### src/rtl/snake_pkg.sv
// Shared types and constants for the snake game controller.
// ST_PAUSE exists only when SNAKE_PAUSE_EN is defined.
package snake_pkg;

    localparam int X_W     = 6;
    localparam int Y_W     = 5;
    localparam int SCORE_W = 8;

    typedef logic [1:0] dir_t;

    localparam dir_t DIR_UP    = 2'd0;
    localparam dir_t DIR_RIGHT = 2'd1;
    localparam dir_t DIR_DOWN  = 2'd2;
    localparam dir_t DIR_LEFT  = 2'd3;

    localparam logic [SCORE_W-1:0] SCORE_MAX = '1;

    typedef enum logic [2:0] {
        ST_IDLE,
        ST_RUN,
        ST_CHECK,
        ST_RESPAWN,
        ST_OVER
`ifdef SNAKE_PAUSE_EN
        , ST_PAUSE
`endif
    } state_t;

    // Opposite heading: up<->down, right<->left.
    function automatic dir_t dir_reverse(input dir_t d);
        return d ^ 2'b10;
    endfunction

endpackage

### src/rtl/snake_tick_div.sv
// Move-tick generator: score-dependent period, freezable counter, one-cycle tick.
module snake_tick_div
    import snake_pkg::*;
#(
    parameter int unsigned TICK_DIV   = 250000,
    parameter int unsigned MIN_DIV    = 62500,
    parameter int unsigned SPEED_STEP = 15625
) (
    input  logic               clk,
    input  logic               reset,
    input  logic               i_clear,
    input  logic               i_freeze,
    input  logic [SCORE_W-1:0] i_score,
    output logic               o_tick
);

    logic [39:0] w_dec;
    logic [31:0] w_diff;
    logic [31:0] w_period;
    logic [31:0] r_count;

    // Wide product so the reduction can never wrap before the compare.
    assign w_dec = 40'(i_score) * 40'(SPEED_STEP);

    always_comb begin
        w_diff   = (w_dec >= 40'(TICK_DIV)) ? 32'd0 : (TICK_DIV - w_dec[31:0]);
        w_period = (w_diff > MIN_DIV) ? w_diff : MIN_DIV;
    end

    assign o_tick = !i_freeze && ((r_count + 32'd1) >= w_period);

    always_ff @(posedge clk) begin
        if (!reset || i_clear) begin
            r_count <= '0;
        end else if (!i_freeze) begin
            r_count <= o_tick ? '0 : r_count + 32'd1;
        end
    end

endmodule

### src/rtl/snake_game_ctrl.sv
// Snake game controller: game FSM, direction arbitration, scoring, apple respawn.
// Optional pause input and state are built when SNAKE_PAUSE_EN is defined.
module snake_game_ctrl
    import snake_pkg::*;
#(
    parameter int unsigned TICK_DIV   = 250000,
    parameter int unsigned MIN_DIV    = 62500,
    parameter int unsigned SPEED_STEP = 15625
) (
    input  logic               clk,
    input  logic               reset,
    input  logic               start,
`ifdef SNAKE_PAUSE_EN
    input  logic               pause,
`endif
    input  logic               dir_valid,
    input  logic [1:0]         dir_in,
    input  logic [X_W-1:0]     head_x,
    input  logic [Y_W-1:0]     head_y,
    input  logic [X_W-1:0]     apple_x,
    input  logic [Y_W-1:0]     apple_y,
    input  logic               wall_hit,
    input  logic               self_hit,
    input  logic               spawn_ack,
    output logic               move_tick,
    output logic [1:0]         dir_out,
    output logic               grow,
    output logic               spawn_req,
    output logic [SCORE_W-1:0] score,
    output logic               game_over,
    output logic               clear_board
);

    state_t             r_state, w_state_nxt;
    logic [SCORE_W-1:0] r_score, w_score_nxt;
    dir_t               r_dir, w_dir_nxt;
    dir_t               r_pend, w_pend_nxt;
    logic               r_move_tick;
    logic               r_grow, w_grow_nxt;
    logic               r_spawn_req, w_spawn_nxt;
    logic               r_clear, w_clear_nxt;
    logic               w_tick;
    logic               w_freeze;
    logic               w_start_game;
    logic               w_eat;

    assign w_eat        = (head_x == apple_x) && (head_y == apple_y);
    assign w_start_game = start && ((r_state == ST_IDLE) || (r_state == ST_OVER));
`ifdef SNAKE_PAUSE_EN
    assign w_freeze = (r_state != ST_RUN) || pause;
`else
    assign w_freeze = (r_state != ST_RUN);
`endif

    snake_tick_div #(
        .TICK_DIV   (TICK_DIV),
        .MIN_DIV    (MIN_DIV),
        .SPEED_STEP (SPEED_STEP)
    ) u_tick_div (
        .clk      (clk),
        .reset    (reset),
        .i_clear  (w_start_game),
        .i_freeze (w_freeze),
        .i_score  (r_score),
        .o_tick   (w_tick)
    );

    always_comb begin
        w_state_nxt = r_state;
        w_score_nxt = r_score;
        w_dir_nxt   = r_dir;
        w_pend_nxt  = r_pend;
        w_grow_nxt  = 1'b0;
        w_clear_nxt = 1'b0;
        w_spawn_nxt = r_spawn_req;

        unique case (r_state)
            ST_IDLE, ST_OVER: begin
                if (w_start_game) begin
                    w_state_nxt = ST_RUN;
                    w_score_nxt = '0;
                    w_dir_nxt   = DIR_RIGHT;
                    w_pend_nxt  = DIR_RIGHT;
                    w_clear_nxt = 1'b1;
                end
            end
            ST_RUN: begin
`ifdef SNAKE_PAUSE_EN
                if (pause) begin
                    w_state_nxt = ST_PAUSE;
                end else
`endif
                if (w_tick) begin
                    w_state_nxt = ST_CHECK;
                    w_dir_nxt   = r_pend;
                end
            end
            ST_CHECK: begin
                if (wall_hit || self_hit) begin
                    w_state_nxt = ST_OVER;
                end else if (w_eat) begin
                    w_state_nxt = ST_RESPAWN;
                    w_grow_nxt  = 1'b1;
                    w_spawn_nxt = 1'b1;
                    w_score_nxt = (r_score == SCORE_MAX) ? r_score : r_score + 1'b1;
                end else begin
                    w_state_nxt = ST_RUN;
                end
            end
            ST_RESPAWN: begin
                if (spawn_ack) begin
                    w_state_nxt = ST_RUN;
                    w_spawn_nxt = 1'b0;
                end
            end
`ifdef SNAKE_PAUSE_EN
            ST_PAUSE: begin
                if (pause) begin
                    w_state_nxt = ST_RUN;
                end
            end
`endif
            default: w_state_nxt = ST_IDLE;
        endcase

        // Reverse test uses the heading in force after this edge, so a request
        // landing on a tick cannot queue a U-turn against the new direction.
        if (!w_start_game && dir_valid && (dir_in != dir_reverse(w_dir_nxt))) begin
            w_pend_nxt = dir_in;
        end
    end

    always_ff @(posedge clk) begin
        if (!reset) begin
            r_state     <= ST_IDLE;
            r_score     <= '0;
            r_dir       <= DIR_RIGHT;
            r_pend      <= DIR_RIGHT;
            r_move_tick <= 1'b0;
            r_grow      <= 1'b0;
            r_spawn_req <= 1'b0;
            r_clear     <= 1'b0;
        end else begin
            r_state     <= w_state_nxt;
            r_score     <= w_score_nxt;
            r_dir       <= w_dir_nxt;
            r_pend      <= w_pend_nxt;
            r_move_tick <= w_tick;
            r_grow      <= w_grow_nxt;
            r_spawn_req <= w_spawn_nxt;
            r_clear     <= w_clear_nxt;
        end
    end

    assign move_tick   = r_move_tick;
    assign dir_out     = r_dir;
    assign grow        = r_grow;
    assign spawn_req   = r_spawn_req;
    assign score       = r_score;
    assign game_over   = (r_state == ST_OVER);
    assign clear_board = r_clear;

endmodule

### config.mk
export PLATFORM = sky130hd
export DESIGN_NAME = snake_game_ctrl
export DESIGN_NICKNAME = d
export VERILOG_FILES = /design/src/rtl/snake_pkg.sv /design/src/rtl/snake_tick_div.sv /design/src/rtl/snake_game_ctrl.sv
export SDC_FILE = /design/constraint.sdc
export NUM_CORES = 1
export LEC_CHECK = 0
export CAP_MARGIN = 20
export CELL_PAD_IN_SITES_DETAIL_PLACEMENT = 1
export CELL_PAD_IN_SITES_GLOBAL_PLACEMENT = 1
export CORE_ASPECT_RATIO = 0.7
export CORE_MARGIN = 2
export CORE_UTILIZATION = 49
export DETAILED_ROUTE_END_ITERATION = 6
export GPL_TIMING_DRIVEN = 0
export HOLD_SLACK_MARGIN = 0.03
export PLACE_DENSITY = 0.88
export SKIP_CTS_REPAIR_TIMING = 1
export SLEW_MARGIN = 10
export SYNTH_ARGS = -nofsm -noshare
export SYNTH_HDL_FRONTEND = slang
export SYNTH_HIERARCHICAL = 1
export SYNTH_SLANG_ARGS = --single-unit
### constraint.sdc
create_clock -name clk -period 23.3 [get_ports clk]
set_input_delay 4.66 -clock clk [delete_from_list [all_inputs] [get_ports clk]]
set_output_delay 4.66 -clock clk [all_outputs]
set_load 0.01 [all_outputs]
# Word-level counts from Yosys, hierarchy flattened
# Index checks and enable logic that the tools add are counted.
# classes
mul,1
reduce_logical,23
n_lt_le_gt_ge,3
bitwise,3
add_sub_neg,3
eq_ne,15
mux,26
# op_table
cell,n
2-to-1 mux 32 bit,3
"adder 32 x 1 -> 32 bit, second input constant",1
>= comparator 32 bit,1
"> comparator 32 x 16 -> 1 bit, second input constant",1
2-to-1 mux 8 bit,4
"subtractor 18 x 22 -> 23 bit, first input constant",1
">= comparator 22 x 18 -> 1 bit, second input constant",1
"multiplier 8 x 14 -> 22 bit, second input constant",1
one-hot mux 8 bit (2 select lines),1
2-to-1 mux 2 bit,6
2-to-1 mux 3 bit,4
one-hot mux 3 bit (4 select lines),1
"adder 8 x 1 -> 8 bit, second input constant",1
"== test 8 bit, second input constant",1
"inequality test 2 bit, second input constant",4
nonzero test 2 bit,4
"== test 3 x 2 -> 1 bit, second input constant",2
== test 6 bit,1
== test 5 bit,1
logical AND 1 bit,5
2-to-1 mux 1 bit,5
AND reduction 5 bit,1
"inequality test 2 x 1 -> 1 bit, second input constant",2
one-hot mux 2 bit (2 select lines),1
14 further kinds,21
# totals
output_inout_bits,15
register_bits,51
inputBits,31
elab_cells,83

# Logic depth before layout (Yosys ltp)
# logic_depth
word_depth,14
depth_mapped,35
depth_no_buf,32

# Hierarchy
# The synthesis kept the hierarchy.
# modules_own_cells
mod,instances,seq_area_each_um2,cells_per_inst,area_per_inst_um2
snake_tick_div,1,640.6,609,4976.0
snake_game_ctrl,1,380.4,135,1154.9

# Worst setup path after synthesis
# No wires, ideal clock.
# synth_path
kind,flip-flop to flip-flop
from,"register r_score[2], in the netlist score[2]"
to,register r_pend[0]
path_buffers,2
setup_ns,0.087
synth_period_minus_slack_ns,7.560
required_time_ns,23.213
arrival_time_ns,7.473
setup_slack_ns,15.740
path_stages_with_launch,32
cell_sequence,dfxtp_1 fa_1 ha_1 fa_1 inv_1 fa_1 inv_1 ha_1 buf_4 a21oi_1 o21ai_0 a31oi_1 xnor2_1 nand3_1 xor2_1 or4_4 buf_6 and3_2 ha_1 nand2b_1 a21o_1 a21o_1 a21o_1 a21oi_1 o21ai_0 a2111oi_0 nor2_1 nand3b_1 nor3b_1 or4_1 and3_1 o31ai_1
# synth_via
elab_chain_len,14
word_cells_on_any_way,17
classes_between,add/sub (1); mul (1); order compare (3); eq/ne (1); mux (5); bitwise (1); reduce/logical (5)
# synth_rtl
item,line_no,text
"start, declared",snake_game_ctrl.sv:35,"logic [SCORE_W-1:0] r_score, w_score_nxt;"
"start signal, assigned",snake_game_ctrl.sv:145,r_score <= w_score_nxt;
multiplier 8 x 14 -> 22 bit *,snake_tick_div.sv:23,assign w_dec = 40'(i_score) * 40'(SPEED_STEP);
subtractor 18 x 22 -> 23 bit / >= comparator 22 x 18 -> 1 bit (equally long branches),snake_tick_div.sv:26,w_diff = (w_dec >= 40'(TICK_DIV)) ? 32'd0 : (TICK_DIV - w_dec[31:0]);
2-to-1 mux 32 bit *,snake_tick_div.sv:26,
> comparator 32 x 16 -> 1 bit,snake_tick_div.sv:27,w_period = (w_diff > MIN_DIV) ? w_diff : MIN_DIV;
2-to-1 mux 32 bit *,snake_tick_div.sv:27,
>= comparator 32 bit *,snake_tick_div.sv:30,assign o_tick = !i_freeze && ((r_count + 32'd1) >= w_period);
logical AND 1 bit *,snake_tick_div.sv:30,
via w_tick,snake_game_ctrl.sv:42,logic w_tick;
2-to-1 mux 2 bit *,snake_game_ctrl.sv:93,if (w_tick) begin
one-hot mux 2 bit (2 select lines) *,snake_game_ctrl.sv:77,unique case (r_state)
inverter 1 bit (no line),--,
inequality test 2 bit *,snake_game_ctrl.sv:128,if (!w_start_game && dir_valid && (dir_in != dir_reverse(w_dir_nxt))) begin
logical AND 1 bit *,snake_game_ctrl.sv:128,
nonzero test 2 bit (no line),--,
AND reduction 2 bit (no line),--,
"end signal, assigned",snake_game_ctrl.sv:147,r_pend <= w_pend_nxt;
"end, declared",snake_game_ctrl.sv:37,"dir_t r_pend, w_pend_nxt;"
# The timed path passes the listed nets; every way through them passes the cells marked *.
# A chain may end at the register's enable or synchronous reset.

# Final worst setup path
# Ends and elaborated chain as after synthesis.

==> metrics.md <==
| Metric | Value |
|---|---|
| Seq pwr share | 0.467 |
| Top cell type by total area after synthesis | ha_1 |
| Most common cell after layout, fill and taps aside | ha_1 |
| Initial Utilization | 0.499 |
| Maximum clock frequency | 0.112 GHz |
| Setup TNS | 0 ns |
| DRC errors left | 0 |
| Critical Path Start | score[2]$_SDFFE_PN0P_ |
| Clk_skew | 0.00803 ns |
| Number of diodes | 0 |
| Hold Path Class | flip-flop to flip-flop |
| WP data required | 23.52 ns |
| Sw Share | 0.267 |
| Yosys top cell area share | 0.184 |
| Cts bufs inserted | 5 |
| Final worst setup slack | 14.38 ns |
| Via density per instance | 5.85 |
| Mapped Area | 6130 um^2 |
| Worst skew pair latency | 0.30 ns |
| Synth Register Bits | 51 |
| CP endpoint | r_pend[0]$_SDFFE_PN1P_ |
| Most frequently used flop master after synthesis | dfxtp_1 |
| DR iter-0 viols | 256 |
| EDFF count, synth | 0 |
| Final setup vio count | 0 |
| Core footprint | 12,300 um^2 |
| Fillers | 1,486 |
| RSZ-0062 raised after global routing | false |
| Pin count of the biggest net entering global routing | 21 |
| Final critical-path required period | 8.92 ns |
| Die width | 138 um |
| R2r startpoint | score[2]$_SDFFE_PN0P_ |
| Cell row count | 34 |
| ANT nets after route | 0 |
| Seq/Total Area, Yosys | 0.167 |
| Net count, final | 937 |
| R2r endpoint | r_pend[0]$_SDFFE_PN1P_ |
| Setup crit start kind | flip-flop |
| Fin. max-slew vios | 0 |
| Gate power share | 0.130 |
| CP Max Fanout | 20 |
| Slowest cell on the critical path | dfxtp_1 |
| Htree depth | 2 |
| DIE AREA | 13,400 um^2 |
| Height of the die | 97.6 um |
| Total gr overflow | 0 |
| Root Buffer | clkbuf_16 |
| FF-to-FF setup slack | 14.38 ns |
| Setup crit end kind | flip-flop |
| Top cells by area, synth | ha_1, dfxtp_1, xnor2_1 |
| First-pass GRT wire length | 29.4 mm |
| Area Growth Syn to Fin | 13.4% |
| Worst Path Arrival | 9.14 ns |
| Port Buf Inserts | 45 |
| Sink Count | 51 |
| CTS Buffer Depth | 2 |
| Dpl hpwl | 14.0 mm |
| Worst-margin pin slew | 0.978 ns |
| I/O pin count | 46 |
| WS Path Type | flip-flop to flip-flop |
| Synthesis warning total | 6 |
| Initial antenna violation count | 0 |
| Gate Count Post-Synth | 744 |
| Final worst-path cycle share | 0.383 |
| Final GP Congestion | 0.851 |
| Area of the multi-input gates | 4810 um^2 |
| Place WS | 14.34 ns |
| TritonCTS clock tree | yes |
| Rel. slew slack | 0.347 |
| Part of the power in the clock network | 0.403 |
| Post-synth cell types | 76 |
| Most frequent cells in the layout | ha_1, nor2_1, xnor2_1 |
| Delay of the slowest critical-path stage | 0.97 ns |
| Vias | 5,627 |
| Wire per inst | 18.0 um |
| WL final | 17.3 mm |
| Worst hold slack | 0.505 ns |
| FF-to-FF path depth | 33 |
| Power Internal | 0.140 mW |
| Layout cells sized above 1 | 0.0750 |
| Outcome | finished, final reports clean |
| Hold Violations, Final | 0 |
| Pleak | 3.19 nW |
| Fin util | 0.566 |
| Max VDD drop | 0.0000265 V |
| Mean Syn Cell Area | 8.24 um^2 |
| Max cap viols | 0 |
| Vias in the first global route | 6,156 |
| Drt first pass iters | 4 |
| Total track usage | 0.271 |
| Switching power | 0.0509 mW |
| Storage cell area | 1020 um^2 |
| Cell Pwr Density | 27.4 nW/um^2 |
| Tot Pwr | 0.191 mW |
| Synth async-reset ratio | 0 |
| Worst-path clk slew | 0.08 ns |
## area by class of cell
type / count / share of cell area
plain buffers: 20 / 0.0169
clock buffers: 5 / 0.0180
clock inverters: 3 / 0.00324
inverters: 50 / 0.0270
multi-input cells: 624 / 0.692
flip-flops and latches: 51 / 0.147
well taps: 162 / 0.0292
repair buffers: 47 / 0.0673
## power by group through the flow
stage	Combinational [mW]	Clock, mW	Sequential [mW]
6_report	0.0248	0.0769	0.0890
2_1_floorplan	0.0137	0	0.0907
3_3_place_gp	0.0231	0	0.0909
4_1_cts	0.0248	0.0790	0.0890
3_5_place_dp	0.0246	0	0.0910
5_1_grt	0.0275	0.0824	0.0891
## logic make-up (layout without fill, tap and decap cells)
group	Yosys count	after routing	synth area share
adders and majority gates	107	107	0.239
DFF	51	51	0.167
muxes	7	7	0.0116
other	1	2	0.000612
AOI/OAI and AO/OA	123	123	0.139
buffers and inverters	70	125	0.0498
xor gates and xnor gates	98	98	0.144
and+or+nand+nor	287	287	0.250
## layer usage
metal  share of wire  global-route usage  vias to the layer above
li1                -                   -                     2733
met1            0.45               0.345                     2762
met2            0.50               0.473                      105
met3           0.032              0.0423                       27
met4           0.016              0.0769                        0
met5               0                   0                        -
## Yosys cell counts, types with 11 or more instances
cell,number
a21o_1,15
a21oi_1,29
a31oi_1,11
and3_1,12
clkbuf_1,11
dfxtp_1,51
fa_1,17
ha_1,90
inv_1,50
nand2_1,52
nand3_1,33
nand4_1,12
nor2_1,76
nor2b_1,11
nor3_1,16
o21ai_0,20
xnor2_1,54
xor2_1,41
## critical path, delay by kind of cell, from the launching register on
kind	cells	cell delay [ns]
buffers and inverters	6	0.76
XOR/XNOR	2	0.42
adder cells (fa/ha/maj)	6	2.54
AO/OA/AOI/OAI	8	1.56
flip-flops	1	0.97
AND/OR/NAND/NOR	11	2.60
## through the flow
step | cell area [um^2] | instances
6_report | 6950 | 962
5_1_grt | 6950 | 962
4_1_cts | 6940 | 961
3_5_place_dp | 6790 | 953
3_3_place_gp | 6790 | 952
2_1_floorplan | 6130 | 745
## how the worst min path moves through the flow
stage	depth (start not counted)	endpoint	startpoint	slack [ns]
after detailed placement	1	spawn_req$_SDFFE_PN0P_	spawn_req$_SDFFE_PN0P_	0.49
after CTS	1	spawn_req$_SDFFE_PN0P_	spawn_req$_SDFFE_PN0P_	0.51
final	1	spawn_req$_SDFFE_PN0P_	spawn_req$_SDFFE_PN0P_	0.50
after floorplan	2	u_tick_div/r_count[31]$_SDFFE_PP0N_	u_tick_div/r_count[31]$_SDFFE_PP0N_	0.50
after global placement	1	spawn_req$_SDFFE_PN0P_	spawn_req$_SDFFE_PN0P_	0.49
after global routing	1	spawn_req$_SDFFE_PN0P_	spawn_req$_SDFFE_PN0P_	0.55
## flip-flops by register name, summed over array words and instances (netlist names)
| register | cells |
|---|---|
| spawn_req | 1 |
| grow | 1 |
| dir_out | 2 |
| clear_board | 1 |
| r_state | 3 |
| u_tick_div/r_count | 32 |
| score | 8 |
| r_pend | 2 |
| move_tick | 1 |
Power figures use the tool's default switching activity.
